File: config.mk
export PLATFORM = sky130hd
export DESIGN_NAME = kairo_opfetch
export DESIGN_NICKNAME = d
export VERILOG_FILES = /design/src/rtl/kairo_opfetch.sv
export SDC_FILE = /design/constraint.sdc
export NUM_CORES = 1
export LEC_CHECK = 0
export BUFFER_PORTS_ARGS = -buffer_cell sky130_fd_sc_hd__buf_2
export CAP_MARGIN = 10
export CORE_MARGIN = 2
export CORE_UTILIZATION = 47
export DETAILED_ROUTE_END_ITERATION = 12
export HOLD_SLACK_MARGIN = 0.03
export PLACE_DENSITY = 0.82
export SLEW_MARGIN = 5
export SYNTH_ARGS = -nofsm -noshare
export SYNTH_HDL_FRONTEND = slang
export SYNTH_SLANG_ARGS = --single-unit
File: constraint.sdc
create_clock -name clk_i -period 2.2 [get_ports clk_i]
set_clock_uncertainty 0.2 [all_clocks]
set_input_delay 0.33 -clock clk_i [delete_from_list [all_inputs] [get_ports clk_i]]
set_output_delay 0.33 -clock clk_i [all_outputs]
set_load 0.02 [all_outputs]
File: src/rtl/kairo_opfetch.sv
// kairo_opfetch: operand-fetch stage between decode and execute.
// Hides the regfile read latency, bypasses writeback, interlocks debug AR.
module kairo_opfetch #(
    parameter int XLEN  = 32,
    parameter int TASKW = 1,
    parameter int AW    = 5
) (
    input  logic             clk_i,
    input  logic             rst_ni,
    input  logic             id_valid_i,
    output logic             id_ready_o,
    input  logic [TASKW-1:0] id_task_i,
    input  logic [AW-1:0]    id_rs1_i,
    input  logic [AW-1:0]    id_rs2_i,
    input  logic [AW-1:0]    id_rd_i,
    input  logic [XLEN-1:0]  id_pc_i,
    input  logic [XLEN-1:0]  id_insn_i,
    output logic [TASKW-1:0] rtasknum_o,
    output logic [AW-1:0]    rs1addr_o,
    output logic [AW-1:0]    rs2addr_o,
    input  logic [XLEN-1:0]  rs1_i,
    input  logic [XLEN-1:0]  rs2_i,
    input  logic             wb_we_i,
    input  logic [TASKW-1:0] wb_task_i,
    input  logic [AW-1:0]    wb_addr_i,
    input  logic [XLEN-1:0]  wb_data_i,
    input  logic             ar_en_i,
    input  logic             flush_i,
    input  logic [TASKW-1:0] flush_task_i,
    output logic             ex_valid_o,
    input  logic             ex_ready_i,
    output logic [TASKW-1:0] ex_task_o,
    output logic [AW-1:0]    ex_rd_o,
    output logic [XLEN-1:0]  ex_pc_o,
    output logic [XLEN-1:0]  ex_insn_o,
    output logic [XLEN-1:0]  ex_rs1_data_o,
    output logic [XLEN-1:0]  ex_rs2_data_o
);

    logic             s1_valid_q, s1_valid_d;
    logic [TASKW-1:0] s1_task_q, s1_task_d;
    logic [AW-1:0]    s1_rs1_q, s1_rs1_d;
    logic [AW-1:0]    s1_rs2_q, s1_rs2_d;
    logic [AW-1:0]    s1_rd_q, s1_rd_d;
    logic [XLEN-1:0]  s1_pc_q, s1_pc_d;
    logic [XLEN-1:0]  s1_insn_q, s1_insn_d;

    logic             ar_d_q;
    logic             db1_q, db1_d;
    logic             db2_q, db2_d;
    logic [XLEN-1:0]  dbdat_q;

    logic             ex_valid_q, ex_valid_d;
    logic [TASKW-1:0] ex_task_q, ex_task_d;
    logic [AW-1:0]    ex_rd_q, ex_rd_d;
    logic [AW-1:0]    ex_rs1a_q, ex_rs1a_d;
    logic [AW-1:0]    ex_rs2a_q, ex_rs2a_d;
    logic [XLEN-1:0]  ex_pc_q, ex_pc_d;
    logic [XLEN-1:0]  ex_insn_q, ex_insn_d;
    logic [XLEN-1:0]  ex_op1_q, ex_op1_d;
    logic [XLEN-1:0]  ex_op2_q, ex_op2_d;

    logic            wb_ok, s2_load, s1_adv, s1_go;
    logic            s1_kill, ex_kill, id_fire, id_take, ex_stall;
    logic            wb_s1, wb_ex;
    logic [XLEN-1:0] op1, op2;

    function automatic logic [XLEN-1:0] pick(
        input logic [AW-1:0]   src,
        input logic            wb_hit,
        input logic            db_hit,
        input logic [XLEN-1:0] wbd,
        input logic [XLEN-1:0] dbd,
        input logic [XLEN-1:0] rf
    );
        if (src == '0)  return '0;
        if (wb_hit)     return wbd;
        if (db_hit)     return dbd;
        return rf;
    endfunction

    always_comb begin
        wb_ok      = wb_we_i & (wb_addr_i != '0);
        s2_load    = !ex_valid_q | ex_ready_i;
        s1_adv     = s1_valid_q & !ar_d_q & s2_load;
        s1_kill    = flush_i & (s1_task_q == flush_task_i);
        ex_kill    = flush_i & (ex_task_q == flush_task_i);
        s1_go      = s1_adv & !s1_kill;
        id_ready_o = !ar_en_i & (!s1_valid_q | s1_adv);
        id_fire    = id_valid_i & id_ready_o;
        id_take    = id_fire & !(flush_i & (id_task_i == flush_task_i));
        ex_stall   = ex_valid_q & !ex_ready_i;
        // Re-read the held entry whenever decode is not handing over a new one
        rtasknum_o = id_fire ? id_task_i : s1_task_q;
        rs1addr_o  = id_fire ? id_rs1_i : s1_rs1_q;
        rs2addr_o  = id_fire ? id_rs2_i : s1_rs2_q;
        // A write on the read edge is missed by the RAM, so remember it
        db1_d = wb_ok & (wb_task_i == rtasknum_o) & (wb_addr_i == rs1addr_o);
        db2_d = wb_ok & (wb_task_i == rtasknum_o) & (wb_addr_i == rs2addr_o);
        wb_s1 = wb_ok & (wb_task_i == s1_task_q);
        wb_ex = ex_stall & wb_ok & (wb_task_i == ex_task_q);
        op1 = pick(s1_rs1_q, wb_s1 & (wb_addr_i == s1_rs1_q),
                   db1_q, wb_data_i, dbdat_q, rs1_i);
        op2 = pick(s1_rs2_q, wb_s1 & (wb_addr_i == s1_rs2_q),
                   db2_q, wb_data_i, dbdat_q, rs2_i);
    end

    always_comb begin
        s1_valid_d = s1_valid_q;
        s1_task_d  = s1_task_q;
        s1_rs1_d   = s1_rs1_q;
        s1_rs2_d   = s1_rs2_q;
        s1_rd_d    = s1_rd_q;
        s1_pc_d    = s1_pc_q;
        s1_insn_d  = s1_insn_q;
        ex_valid_d = ex_valid_q;
        ex_task_d  = ex_task_q;
        ex_rd_d    = ex_rd_q;
        ex_rs1a_d  = ex_rs1a_q;
        ex_rs2a_d  = ex_rs2a_q;
        ex_pc_d    = ex_pc_q;
        ex_insn_d  = ex_insn_q;
        ex_op1_d   = ex_op1_q;
        ex_op2_d   = ex_op2_q;

        if (id_take) begin
            s1_valid_d = 1'b1;
            s1_task_d  = id_task_i;
            s1_rs1_d   = id_rs1_i;
            s1_rs2_d   = id_rs2_i;
            s1_rd_d    = id_rd_i;
            s1_pc_d    = id_pc_i;
            s1_insn_d  = id_insn_i;
        end else if (s1_go | s1_kill) begin
            s1_valid_d = 1'b0;
        end

        if (s1_go) begin
            ex_valid_d = 1'b1;
            ex_task_d  = s1_task_q;
            ex_rd_d    = s1_rd_q;
            ex_rs1a_d  = s1_rs1_q;
            ex_rs2a_d  = s1_rs2_q;
            ex_pc_d    = s1_pc_q;
            ex_insn_d  = s1_insn_q;
            ex_op1_d   = op1;
            ex_op2_d   = op2;
        end else begin
            if (ex_ready_i | ex_kill) ex_valid_d = 1'b0;
            if (wb_ex && wb_addr_i == ex_rs1a_q) ex_op1_d = wb_data_i;
            if (wb_ex && wb_addr_i == ex_rs2a_q) ex_op2_d = wb_data_i;
        end
    end

    always_ff @(posedge clk_i or negedge rst_ni) begin
        if (!rst_ni) begin
            s1_valid_q <= 1'b0;
            s1_task_q  <= '0;
            s1_rs1_q   <= '0;
            s1_rs2_q   <= '0;
            s1_rd_q    <= '0;
            s1_pc_q    <= '0;
            s1_insn_q  <= '0;
            ar_d_q     <= 1'b1;
            db1_q      <= 1'b0;
            db2_q      <= 1'b0;
            dbdat_q    <= '0;
            ex_valid_q <= 1'b0;
            ex_task_q  <= '0;
            ex_rd_q    <= '0;
            ex_rs1a_q  <= '0;
            ex_rs2a_q  <= '0;
            ex_pc_q    <= '0;
            ex_insn_q  <= '0;
            ex_op1_q   <= '0;
            ex_op2_q   <= '0;
        end else begin
            s1_valid_q <= s1_valid_d;
            s1_task_q  <= s1_task_d;
            s1_rs1_q   <= s1_rs1_d;
            s1_rs2_q   <= s1_rs2_d;
            s1_rd_q    <= s1_rd_d;
            s1_pc_q    <= s1_pc_d;
            s1_insn_q  <= s1_insn_d;
            ar_d_q     <= ar_en_i;
            db1_q      <= db1_d;
            db2_q      <= db2_d;
            dbdat_q    <= wb_data_i;
            ex_valid_q <= ex_valid_d;
            ex_task_q  <= ex_task_d;
            ex_rd_q    <= ex_rd_d;
            ex_rs1a_q  <= ex_rs1a_d;
            ex_rs2a_q  <= ex_rs2a_d;
            ex_pc_q    <= ex_pc_d;
            ex_insn_q  <= ex_insn_d;
            ex_op1_q   <= ex_op1_d;
            ex_op2_q   <= ex_op2_d;
        end
    end

    assign ex_valid_o    = ex_valid_q;
    assign ex_task_o     = ex_task_q;
    assign ex_rd_o       = ex_rd_q;
    assign ex_pc_o       = ex_pc_q;
    assign ex_insn_o     = ex_insn_q;
    assign ex_rs1_data_o = ex_op1_q;
    assign ex_rs2_data_o = ex_op2_q;

endmodule

==> results of run 1 <==
## worst register-to-register path: cells and delay by family (launching register included)
family	cells	cell delay, ps
simple gates	3	790
flops	1	470
compound gates	2	390
buf+inv	2	370
xor+xnor	1	220
## flip-flops by register name, summed over array words and instances (netlist names), 5 cells and up
signal	flops
ex_rs1a_q	5
ex_insn_o	32
ex_rd_o	5
ex_rs1_data_o	32
s1_rd_q	5
s1_rs2_q	5
s1_insn_q	32
ex_rs2a_q	5
dbdat_q	32
ex_pc_o	32
ex_rs2_data_o	32
s1_pc_q	32
s1_rs1_q	5
## cells by family (layout without fill, tap and decap cells)
kind of cell / count (synthesis) / after routing / synth area share [%]
xor+xnor: 31 / 31 / 2.29
flops: 261 / 261 / 55.1
mux: 154 / 154 / 13.9
other cells: 0 / 3 / 0
compound gates: 149 / 151 / 11.4
buf+inv: 81 / 694 / 2.97
simple gates: 438 / 438 / 14.4
## final cells by class
type | count | area [µm²]
clock inverters | 8 | 124
multi-input cells | 774 | 5820
inverters | 2 | 7.51
well taps | 330 | 413
flip-flops and latches | 261 | 6540
repair buffers | 645 | 5630
clock buffers | 39 | 802
fillers | 1316 | 5620
diodes | 3 | 7.51
## placed cells by master (no fill, tap or decap), types with 5 or more instances in the layout
cell                            count
sky130_fd_sc_hd__buf_12            30
sky130_fd_sc_hd__dlygate4sd3_1    152
sky130_fd_sc_hd__nand2_4           42
sky130_fd_sc_hd__o211ai_1          37
sky130_fd_sc_hd__dfrtp_1          257
sky130_fd_sc_hd__a22o_1            64
sky130_fd_sc_hd__buf_4             59
sky130_fd_sc_hd__clkbuf_1           5
sky130_fd_sc_hd__clkbuf_8           6
sky130_fd_sc_hd__buf_8              6
sky130_fd_sc_hd__mux2i_1           64
sky130_fd_sc_hd__xor2_1            16
sky130_fd_sc_hd__nor2_2             9
sky130_fd_sc_hd__clkbuf_16         46
sky130_fd_sc_hd__mux2_2            86
sky130_fd_sc_hd__nand2_2          103
sky130_fd_sc_hd__buf_6             39
sky130_fd_sc_hd__nand2_1          136
sky130_fd_sc_hd__buf_2            324
sky130_fd_sc_hd__xnor2_1           13
sky130_fd_sc_hd__nor2_1           123
sky130_fd_sc_hd__buf_16            17
sky130_fd_sc_hd__o211ai_2          29
## per-stage QoR
stage	utilization (%)	power [W]	setup slack (ps)	setup TNS [ps]
final	77.5	0.0205	-395	-39030
after global routing	77.5	0.0211	-444	-51800
after CTS	73.7	0.0192	-369	-32980
after detailed placement	58.1	0.0135	-292	-24630
after global placement	58.1	0.0132	-230	-17640
after floorplan	-	0.0109	-188	-9290
## power groups by stage
stage	clock network [W]	registers [W]	logic [W]
6_report	0.00484	0.00791	0.00774
5_1_grt	0.00503	0.00799	0.00810
4_1_cts	0.00479	0.00753	0.00688
3_5_place_dp	0	0.00746	0.00603
3_3_place_gp	0	0.00742	0.00580
2_1_floorplan	0	0.00875	0.00215
## how the worst max path moves through the flow
stage / from / endpoint / slack [ps] / cells past startpoint
CTS: ex_valid_o$_DFFE_PN0P_ / rs2addr_o[1] / -370 / 7
global placement: wb_addr_i[0] / ex_rs2_data_o[0]$_DFFE_PN0P_ / -230 / 8
detailed placement: wb_addr_i[0] / ex_rs2_data_o[11]$_DFFE_PN0P_ / -290 / 8
global route: ex_valid_o$_DFFE_PN0P_ / rs2addr_o[1] / -440 / 7
finish: ar_d_q$_DFF_PN1_ / rs2addr_o[1] / -390 / 5
floorplan: wb_addr_i[0] / ex_rs2_data_o[31]$_DFFE_PN0P_ / -190 / 10
## routing by layer
metal	global-route usage [%]	vias to the layer above	part of all wire (%)
li1	-	5038	-
met1	41.2	5976	34
met2	58.1	1070	48
met3	9.29	313	11
met4	18.0	4	7.0
met5	0	-	0.045
## what timing repair did
| item | CTS | global route |
|---|---|---|
| hold buffers | 152 | 0 |
| gates cloned | 25 | 24 |
| pin swaps | 52 | 110 |
| endpoints found under the hold margin | 438 | 0 |
| setup endpoints to repair | 195 | 234 |
| setup buffers | 37 | 13 |
| gates resized for setup | 149 | 179 |
==> impl_metrics.env, run 1 <==
export IMPL_max_freq_ghz=0.385
export IMPL_startpoint_type="flop"
export IMPL_die_w_um=163
export IMPL_post_synth_top_count_cell="sky130_fd_sc_hd__nand2_1"
export IMPL_number_of_global_route_vias_before_repair=12663
export IMPL_postSynthNetCount=1304
export IMPL_period_share_pct=118
export IMPL_row_count=58
export IMPL_regToRegStartpoint="s1_task_q$_DFFE_PN0P_"
export IMPL_cts_htree_levels=1
export IMPL_run_status="finished with violations"
export IMPL_clkTransAtPathRegs_ps=60
export IMPL_combinationalPowerShare_pct=37.8
export IMPL_timing_critical_path_slowest_stage_cell="sky130_fd_sc_hd__dfstp_2"
export IMPL_gp_routability_congestion=0.911
export IMPL_netlist_cell_type_count=37
export IMPL_synth_yosys_seq_area_share_pct=55.1
export IMPL_synth_top_cells_by_count="sky130_fd_sc_hd__nand2_1, sky130_fd_sc_hd__dfrtp_1, sky130_fd_sc_hd__nor2_1"
export IMPL_clkSinkCount=261
export IMPL_placed_cells=1774
export IMPL_worstSkewPairLatency_ps=560
export IMPL_postSynthAreaPerCell_um2=10.7
export IMPL_unrepaired_setup_endpoints_after_global_routing="true"
export IMPL_syn_cell_area_um2=11900
export IMPL_finalInstanceArea_um2=19300
export IMPL_area_growth_synth_to_final_pct=63.1
export IMPL_min_period_ps=2590
export IMPL_grt_antenna_before_repair=4
export IMPL_failed_checks="setup timing"
export IMPL_drt_first_pass_iters=6
export IMPL_drt_iter0_markers=1424
export IMPL_grt_use_total_pct=34.7
export IMPL_worst_slew_pin_transition_ps=489
export IMPL_io_buffer_count=336
export IMPL_crit_type="reg2out"
export IMPL_power_leakage_nw=9.46
export IMPL_via_per_inst=6.01
export IMPL_ys_async_sr_fraction_pct=100
export IMPL_maxSlewViolCount=0
export IMPL_rr_endpoint="ex_rs1_data_o[31]$_DFFE_PN0P_"
export IMPL_final_antenna_net_count=0
export IMPL_avgRoutedWirePerCell_um=25.9
export IMPL_nets=1902
export IMPL_dieArea_um2=26500
export IMPL_finalHoldWorstSlack_ps=31.5
export IMPL_setup_violations_final=235
export IMPL_worst_path_largest_cell_delay_ps=630
export IMPL_wire_length_after_detailed_routing_um=53500
export IMPL_slew_headroom_pct=67.2
export IMPL_timing_critical_path_max_delay_family="flip-flops"
export IMPL_root_buffer="sky130_fd_sc_hd__clkbuf_16"
export IMPL_launch_instance_of_the_worst_min_delay_path="rs1_i[7]"
export IMPL_yosysWarningCount=0
export IMPL_worstHoldPathType="in2reg"
export IMPL_irDropWorstVdd_v=0.00105
export IMPL_depth_of_the_worst_register_to_register_path=8
export IMPL_final_cell_count_no_fill=2062
export IMPL_starting_density_of_the_core_pct=47.5
export IMPL_layout_drive_gt1_share_pct=48.6
export IMPL_p_int_w=0.0125
export IMPL_cts_tree="done"
export IMPL_ys_dominant_reg_cell="sky130_fd_sc_hd__dfrtp_1"
export IMPL_ys_seq_elements=261
export IMPL_clockPowerShare_pct=23.6
export IMPL_final_hold_viol_count=0
export IMPL_worst_endpoint_required_ps=1670
export IMPL_synth_area_leaders="sky130_fd_sc_hd__dfrtp_1, sky130_fd_sc_hd__nand2_1, sky130_fd_sc_hd__mux2_2"
export IMPL_design_portCount=337
export IMPL_cp_buffers_inverters=2
export IMPL_syn_instance_count=1114
export IMPL_destination_of_the_worst_hold_path="ex_rs1_data_o[7]$_DFFE_PN0P_"
export IMPL_yosys_area_top_type_share_pct=54.8
export IMPL_total_half_perimeter_wirelength_after_legalization_and_detailed_placement_um=24700
export IMPL_cell_accounting_for_the_most_synthesized_area="sky130_fd_sc_hd__dfrtp_1"
export IMPL_worstPathCellList="o21ai_4, nand2_2, buf_12, mux2_2, buf_4"
export IMPL_setup_worst_path_end_class="output port"
export IMPL_drc=0
export IMPL_die_h_um=163
export IMPL_holdPathStages=4
export IMPL_setup_reg_to_reg_worst_slack_ps=-370
export IMPL_grt_overflow_total=0
export IMPL_pin_count_of_the_biggest_net_entering_global_routing=64
export IMPL_cts_buffer_depth=3
export IMPL_switchingPower_w=0.00798
export IMPL_power_density_nw_per_um2=1060
export IMPL_core_um2=25000
export IMPL_net_sw_share_pct=38.9
export IMPL_timing_critical_path_arrival_ps=2060
export IMPL_numCtsBuffers=28
export IMPL_sequentialPowerShare_pct=38.6
export IMPL_final_critical_path_setup_slack_ps=-395
export IMPL_vias=12401
export IMPL_synth_edff_count=0
export IMPL_postPlaceCellArea_um2=14500
export IMPL_max_cap_viol_count=0
export IMPL_wire_length_of_the_first_global_routing_pass_um=70900
export IMPL_path_max_fanout=9
(Power assumes the default switching activity.)
==> run 2: changes to the inputs <==
--- a/config.mk
+++ b/config.mk
@@ -12,6 +12,7 @@
 export DETAILED_ROUTE_END_ITERATION = 12
 export HOLD_SLACK_MARGIN = 0.03
 export PLACE_DENSITY = 0.82
+export SKIP_LAST_GASP = 1
 export SLEW_MARGIN = 5
 export SYNTH_ARGS = -nofsm -noshare
 export SYNTH_HDL_FRONTEND = slang
==> run 2 against run 1 <==
Effect of this change: the run still ends with setup timing left; sequential share of layout area is essentially flat; core utilization about the same; sequential power grew 0.5%; routed wire length fell by 0.33%; power rose by 0.39%; first-iteration DRC count fell by 9.6%; final cell count down 0.15%; design area hardly changed; highest routed layer unchanged.
==> impl_metrics.env, run 2 (same netlist as run 1, synthesis figures left out) <==
export IMPL_area_growth_synth_to_final_pct=63.0
export IMPL_timing_setup_tns_ps=-36940
export IMPL_dieArea_um2=26500
export IMPL_drt_iter0_markers=1287
export IMPL_setup_worst_path_end_class="flop"
export IMPL_filler_cell_count=1326
export IMPL_worst_slew_pin_transition_ps=474
export IMPL_via_per_inst=5.99
export IMPL_cts_buffer_depth=3
export IMPL_path_max_fanout=7
export IMPL_drt_first_pass_iters=6
export IMPL_worstHoldPathType="in2reg"
export IMPL_grt_overflow_total=0
export IMPL_wire_length_of_the_first_global_routing_pass_um=71100
export IMPL_layout_common_cells="sky130_fd_sc_hd__buf_2, sky130_fd_sc_hd__dfrtp_1, sky130_fd_sc_hd__dlygate4sd3_1"
export IMPL_total_half_perimeter_wirelength_after_legalization_and_detailed_placement_um=24700
export IMPL_finalHoldWorstSlack_ps=38.9
export IMPL_clkSinkCount=261
export IMPL_worstPathCellList="xnor2_1, o211ai_1, or4_1, or2_4, buf_12, o211ai_2, a22o_1"
export IMPL_timing_critical_path_slowest_stage_cell="sky130_fd_sc_hd__or4_1"
export IMPL_vias=12329
export IMPL_final_critical_path_setup_slack_ps=-420
export IMPL_row_count=58
export IMPL_avgRoutedWirePerCell_um=25.9
export IMPL_slew_headroom_pct=68.2
export IMPL_max_freq_ghz=0.382
export IMPL_max_cap_viol_count=0
export IMPL_die_w_um=163
export IMPL_min_period_ps=2620
export IMPL_gp_routability_congestion=0.911
export IMPL_root_buffer="sky130_fd_sc_hd__clkbuf_16"
export IMPL_io_buffer_count=336
export IMPL_starting_density_of_the_core_pct=47.5
export IMPL_grt_antenna_before_repair=2
export IMPL_report_power_total_w=0.0206
export IMPL_worst_endpoint_required_ps=2480
export IMPL_die_h_um=163
export IMPL_startpoint_type="flop"
export IMPL_timing_critical_path_arrival_ps=2900
export IMPL_worst_path_largest_cell_delay_ps=600
export IMPL_postPlaceCellArea_um2=14500
export IMPL_number_of_global_route_vias_before_repair=12732
export IMPL_wire_length_after_detailed_routing_um=53300
export IMPL_drc=0
export IMPL_crit_type="reg2reg"
export IMPL_cts_tree="done"
export IMPL_grt_use_total_pct=34.8
export IMPL_unrepaired_setup_endpoints_after_global_routing="true"
export IMPL_failed_checks="setup timing"
export IMPL_run_status="finished with violations"
export IMPL_setup_reg_to_reg_worst_slack_ps=-420
export IMPL_design_portCount=337
export IMPL_layout_drive_gt1_share_pct=48.6
export IMPL_irDropWorstVdd_v=0.000914
export IMPL_period_share_pct=119
export IMPL_maxSlewViolCount=0
export IMPL_power_density_nw_per_um2=1060
export IMPL_finalInstanceArea_um2=19300
export IMPL_core_um2=25000
export IMPL_pin_count_of_the_biggest_net_entering_global_routing=64
export IMPL_setup_violations_final=204
export IMPL_clkTransAtPathRegs_ps=70
export IMPL_layout_commonest_cell="sky130_fd_sc_hd__buf_2"
export IMPL_numCtsBuffers=28
export IMPL_cts_htree_levels=1
export IMPL_worstSkewPairLatency_ps=560
export IMPL_final_antenna_net_count=0
export IMPL_nets=1899
export IMPL_final_hold_viol_count=0
export IMPL_power_leakage_nw=9.51
run 2: worst paths after layout:
check                                             start  depth (start not counted)                       endpoint
min in group asynchronous                        rst_ni                          2  ex_rs1_data_o[13]$_DFFE_PN0P_
worst min register to register  s1_pc_q[27]$_DFFE_PN0P_                          2        ex_pc_o[27]$_DFFE_PN0P_
max in group asynchronous                        rst_ni                          3               ar_d_q$_DFF_PN1_
worst max-delay path              s1_task_q$_DFFE_PN0P_                          7  ex_rs2_data_o[29]$_DFFE_PN0P_
worst min-delay path                           rs1_i[7]                          4   ex_rs1_data_o[7]$_DFFE_PN0P_
worst max register to register    s1_task_q$_DFFE_PN0P_                          7  ex_rs2_data_o[29]$_DFFE_PN0P_
run 2: power by group:
part	total [W]	internal [W]	switching [W]
Combinational	0.00779	0.00332	0.00447
Clock	0.00484	0.00278	0.00206
Sequential	0.00795	0.00644	0.00152
run 2: critical path, delay by kind of cell (launching register included):
| kind | cells | cell delay, ps |
|---|---|---|
| DFF | 1 | 470 |
| AOI/OAI and AO/OA | 3 | 440 |
| and+or+nand+nor | 2 | 990 |
| buffers and inverters | 1 | 170 |
| xor gates and xnor gates | 1 | 250 |
run 2: layout make-up:
type | count | area, µm² | area share [%]
Antenna cell | 3 | 7.51 | 0.0388
Sequential cell | 261 | 6540 | 33.8
Inverter | 2 | 7.51 | 0.0388
Clock inverter | 8 | 124 | 0.640
Clock buffer | 39 | 802 | 4.15
Tap cell | 330 | 413 | 2.13
Timing Repair Buffer | 642 | 5540 | 28.7
Multi-Input combinational cell | 774 | 5910 | 30.5
run 2: per-stage QoR:
step	cells	utilization [%]	setup WS, ps
3_3_place_gp	1774	58.1	-230
3_5_place_dp	1774	58.1	-292
2_1_floorplan	1114	-	-188
6_report	2059	77.5	-420
4_1_cts	2035	73.5	-369
5_1_grt	2056	77.5	-450
run 2: timing repair:
item | in CTS | in global routing
buffers inserted | 37 | 16
endpoints found under the setup margin | 195 | 234
hold endpoints to repair | 438 | 0
gates resized for setup | 132 | 218
cloned | 25 | 19
pin swaps | 48 | 106
hold buffers | 152 | 0
run 2: metal layers:
layer	global-route usage (%)	routed length [µm]	up-vias
met1	40.8	18600	5970
met2	57.8	25200	1012
met5	0	10	-
met3	9.83	5520	330
met4	19.3	4000	2
li1	-	-	5015
==> run 3: changes to the inputs <==
--- a/config.mk
+++ b/config.mk
@@ -7,10 +7,13 @@
 export LEC_CHECK = 0
 export BUFFER_PORTS_ARGS = -buffer_cell sky130_fd_sc_hd__buf_2
 export CAP_MARGIN = 10
+export CELL_PAD_IN_SITES_DETAIL_PLACEMENT = 0
+export CELL_PAD_IN_SITES_GLOBAL_PLACEMENT = 2
 export CORE_MARGIN = 2
-export CORE_UTILIZATION = 47
+export CORE_UTILIZATION = 29
 export DETAILED_ROUTE_END_ITERATION = 12
 export HOLD_SLACK_MARGIN = 0.03
+export MAX_ROUTING_LAYER = met4
 export PLACE_DENSITY = 0.82
 export SKIP_LAST_GASP = 1
 export SLEW_MARGIN = 5
==> run 3 against run 2 <==
Effect of this change: the flow still finishes with violations (setup timing); non-clock buffer count grew 29; design area shrank 0.70%; via count shrank 13%; final cell count grew 12%.
==> impl_metrics.env, run 3 (same netlist as run 1, synthesis figures left out) <==
export IMPL_period_share_pct=119
export IMPL_grt_overflow_total=0
export IMPL_unrepaired_setup_endpoints_after_global_routing="true"
export IMPL_max_cap_viol_count=0
export IMPL_io_buffer_count=336
export IMPL_worst_slew_pin_transition_ps=467
export IMPL_drt_first_pass_iters=4
export IMPL_grt_util_met1_pct=25.7
export IMPL_design_portCount=337
export IMPL_layer_with_the_highest_usage="met2"
export IMPL_use_met2_pct=32.9
export IMPL_timing_setup_tns_ps=-27950
export IMPL_power_leakage_nw=9.31
export IMPL_final_hold_viol_count=0
export IMPL_worstSkewPairLatency_ps=580
export IMPL_wire_length_of_the_first_global_routing_pass_um=64800
export IMPL_cts_htree_levels=1
export IMPL_die_w_um=206
export IMPL_drt_iter0_markers=571
export IMPL_vias=10719
export IMPL_maxSlewViolCount=0
export IMPL_report_power_total_w=0.0196
export IMPL_worstPathCellList="nor2b_4, o21ai_2, nand2_2, buf_12, buf_12, mux2_4, buf_6"
export IMPL_pin_count_of_the_biggest_net_entering_global_routing=50
export IMPL_run_status="finished with violations"
export IMPL_nets=1929
export IMPL_layout_common_cells="sky130_fd_sc_hd__buf_2, sky130_fd_sc_hd__nand2_1, sky130_fd_sc_hd__dfrtp_1"
export IMPL_max_freq_ghz=0.382
export IMPL_worst_path_largest_cell_delay_ps=370
export IMPL_grt_antenna_before_repair=7
export IMPL_total_half_perimeter_wirelength_after_legalization_and_detailed_placement_um=26500
export IMPL_finish_utilization_pct=47.3
export IMPL_root_buffer="sky130_fd_sc_hd__clkbuf_16"
export IMPL_number_of_global_route_vias_before_repair=11095
export IMPL_pre_cts_slack_ps=-417
export IMPL_worst_endpoint_required_ps=1670
export IMPL_layout_commonest_cell="sky130_fd_sc_hd__buf_2"
export IMPL_avgRoutedWirePerCell_um=19.5
export IMPL_numCtsBuffers=31
export IMPL_cts_buffer_depth=3
export IMPL_clkTransAtPathRegs_ps=60
export IMPL_power_density_nw_per_um2=1020
export IMPL_starting_density_of_the_core_pct=29.2
export IMPL_failed_checks="setup timing"
export IMPL_area_growth_synth_to_final_pct=61.9
export IMPL_die_h_um=206
export IMPL_setup_worst_path_end_class="output port"
export IMPL_path_max_fanout=6
export IMPL_cts_tree="done"
export IMPL_gp_routability_congestion=0.838
export IMPL_final_antenna_net_count=0
export IMPL_setup_violations_final=134
export IMPL_dieArea_um2=42500
export IMPL_timing_critical_path_slowest_stage_cell="sky130_fd_sc_hd__dfrtp_1"
export IMPL_worstHoldPathType="in2async"
export IMPL_irDropWorstVdd_v=0.000713
export IMPL_core_um2=40600
export IMPL_slew_headroom_pct=68.9
export IMPL_worst_path_most_repeated_cell="sky130_fd_sc_hd__buf_12"
export IMPL_layout_drive_gt1_share_pct=39.9
export IMPL_crit_type="reg2out"
export IMPL_startpoint_type="flop"
export IMPL_filler_cell_count=3739
export IMPL_timing_critical_path_arrival_ps=2080
export IMPL_drc=0
export IMPL_wire_length_after_detailed_routing_um=44900
export IMPL_clkSinkCount=261
export IMPL_grt_use_total_pct=20.3
export IMPL_gr_usage_met3_pct=4.84
export IMPL_row_count=74
export IMPL_min_period_ps=2610
export IMPL_via_per_inst=4.66
export IMPL_final_critical_path_setup_slack_ps=-415
==> run 3: path summary, 6_finish.rpt <==
kind | startpoint | to | cells after the start | slack [ps]
worst max-delay path | ex_valid_o$_DFFE_PN0P_ | rs1addr_o[1] | 7 | -410
worst min-delay path | rst_ni | ex_pc_o[15]$_DFFE_PN0P_ | 2 | 70
worst max register to register | ex_valid_o$_DFFE_PN0P_ | ex_rs2_data_o[25]$_DFFE_PN0P_ | 12 | -340
worst min register to register | s1_pc_q[18]$_DFFE_PN0P_ | ex_pc_o[18]$_DFFE_PN0P_ | 2 | 260
max in group asynchronous | rst_ni | ar_d_q$_DFF_PN1_ | 3 | 1070
min in group clk_i | rs1_i[6] | ex_rs1_data_o[6]$_DFFE_PN0P_ | 4 | 70
==> run 3: per-stage QoR <==
step / std cells / hold WS, ps / area, µm²
2_1_floorplan: 1114 / -166 / 12000
3_3_place_gp: 1989 / 93.5 / 14900
3_5_place_dp: 1989 / 94.1 / 14900
4_1_cts: 2259 / 38.3 / 18500
5_1_grt: 2300 / 80.7 / 19200
6_report: 2301 / 72.1 / 19200
==> run 3: where the power goes <==
part	switching [W]	internal, W	total, W	leakage (nW)
Combinational	0.00385	0.00308	0.00693	5.62
Clock	0.00210	0.00312	0.00522	0.506
Sequential	0.00103	0.00644	0.00746	3.19
==> run 3: worst max-delay path: cells and delay by family, from the launching register on <==
| family | cells | cell delay (ps) |
|---|---|---|
| buffers and inverters | 3 | 400 |
| AOI/OAI and AO/OA | 1 | 170 |
| DFF | 1 | 370 |
| muxes | 1 | 310 |
| and+or+nand+nor | 2 | 250 |
==> run 3: metal layers <==
metal	up-vias	wire length (µm)
met5	-	0
met4	0	871
met3	49	3320
met2	373	21300
met1	5211	19400
li1	5086	-
==> run 3: area by class of cell <==
class	instances	area, µm²	share of cell area, %
antenna	8	20.0	0.104
sequential	261	6540	34.0
tap	532	666	3.47
timing repair buffer	671	5760	30.0
clock buffer	42	877	4.57
multi-input combinational	772	5200	27.1
inverter	2	7.51	0.0391
clock inverter	13	149	0.775
==> run 3: timing repair <==
action | CTS | global route
gates resized for setup | 56 | 52
hold buffers | 178 | 0
pin swaps | 35 | 31
hold endpoints to repair | 440 | 0
cloned | 13 | 20
buffers inserted | 25 | 16
setup endpoints to repair | 138 | 158
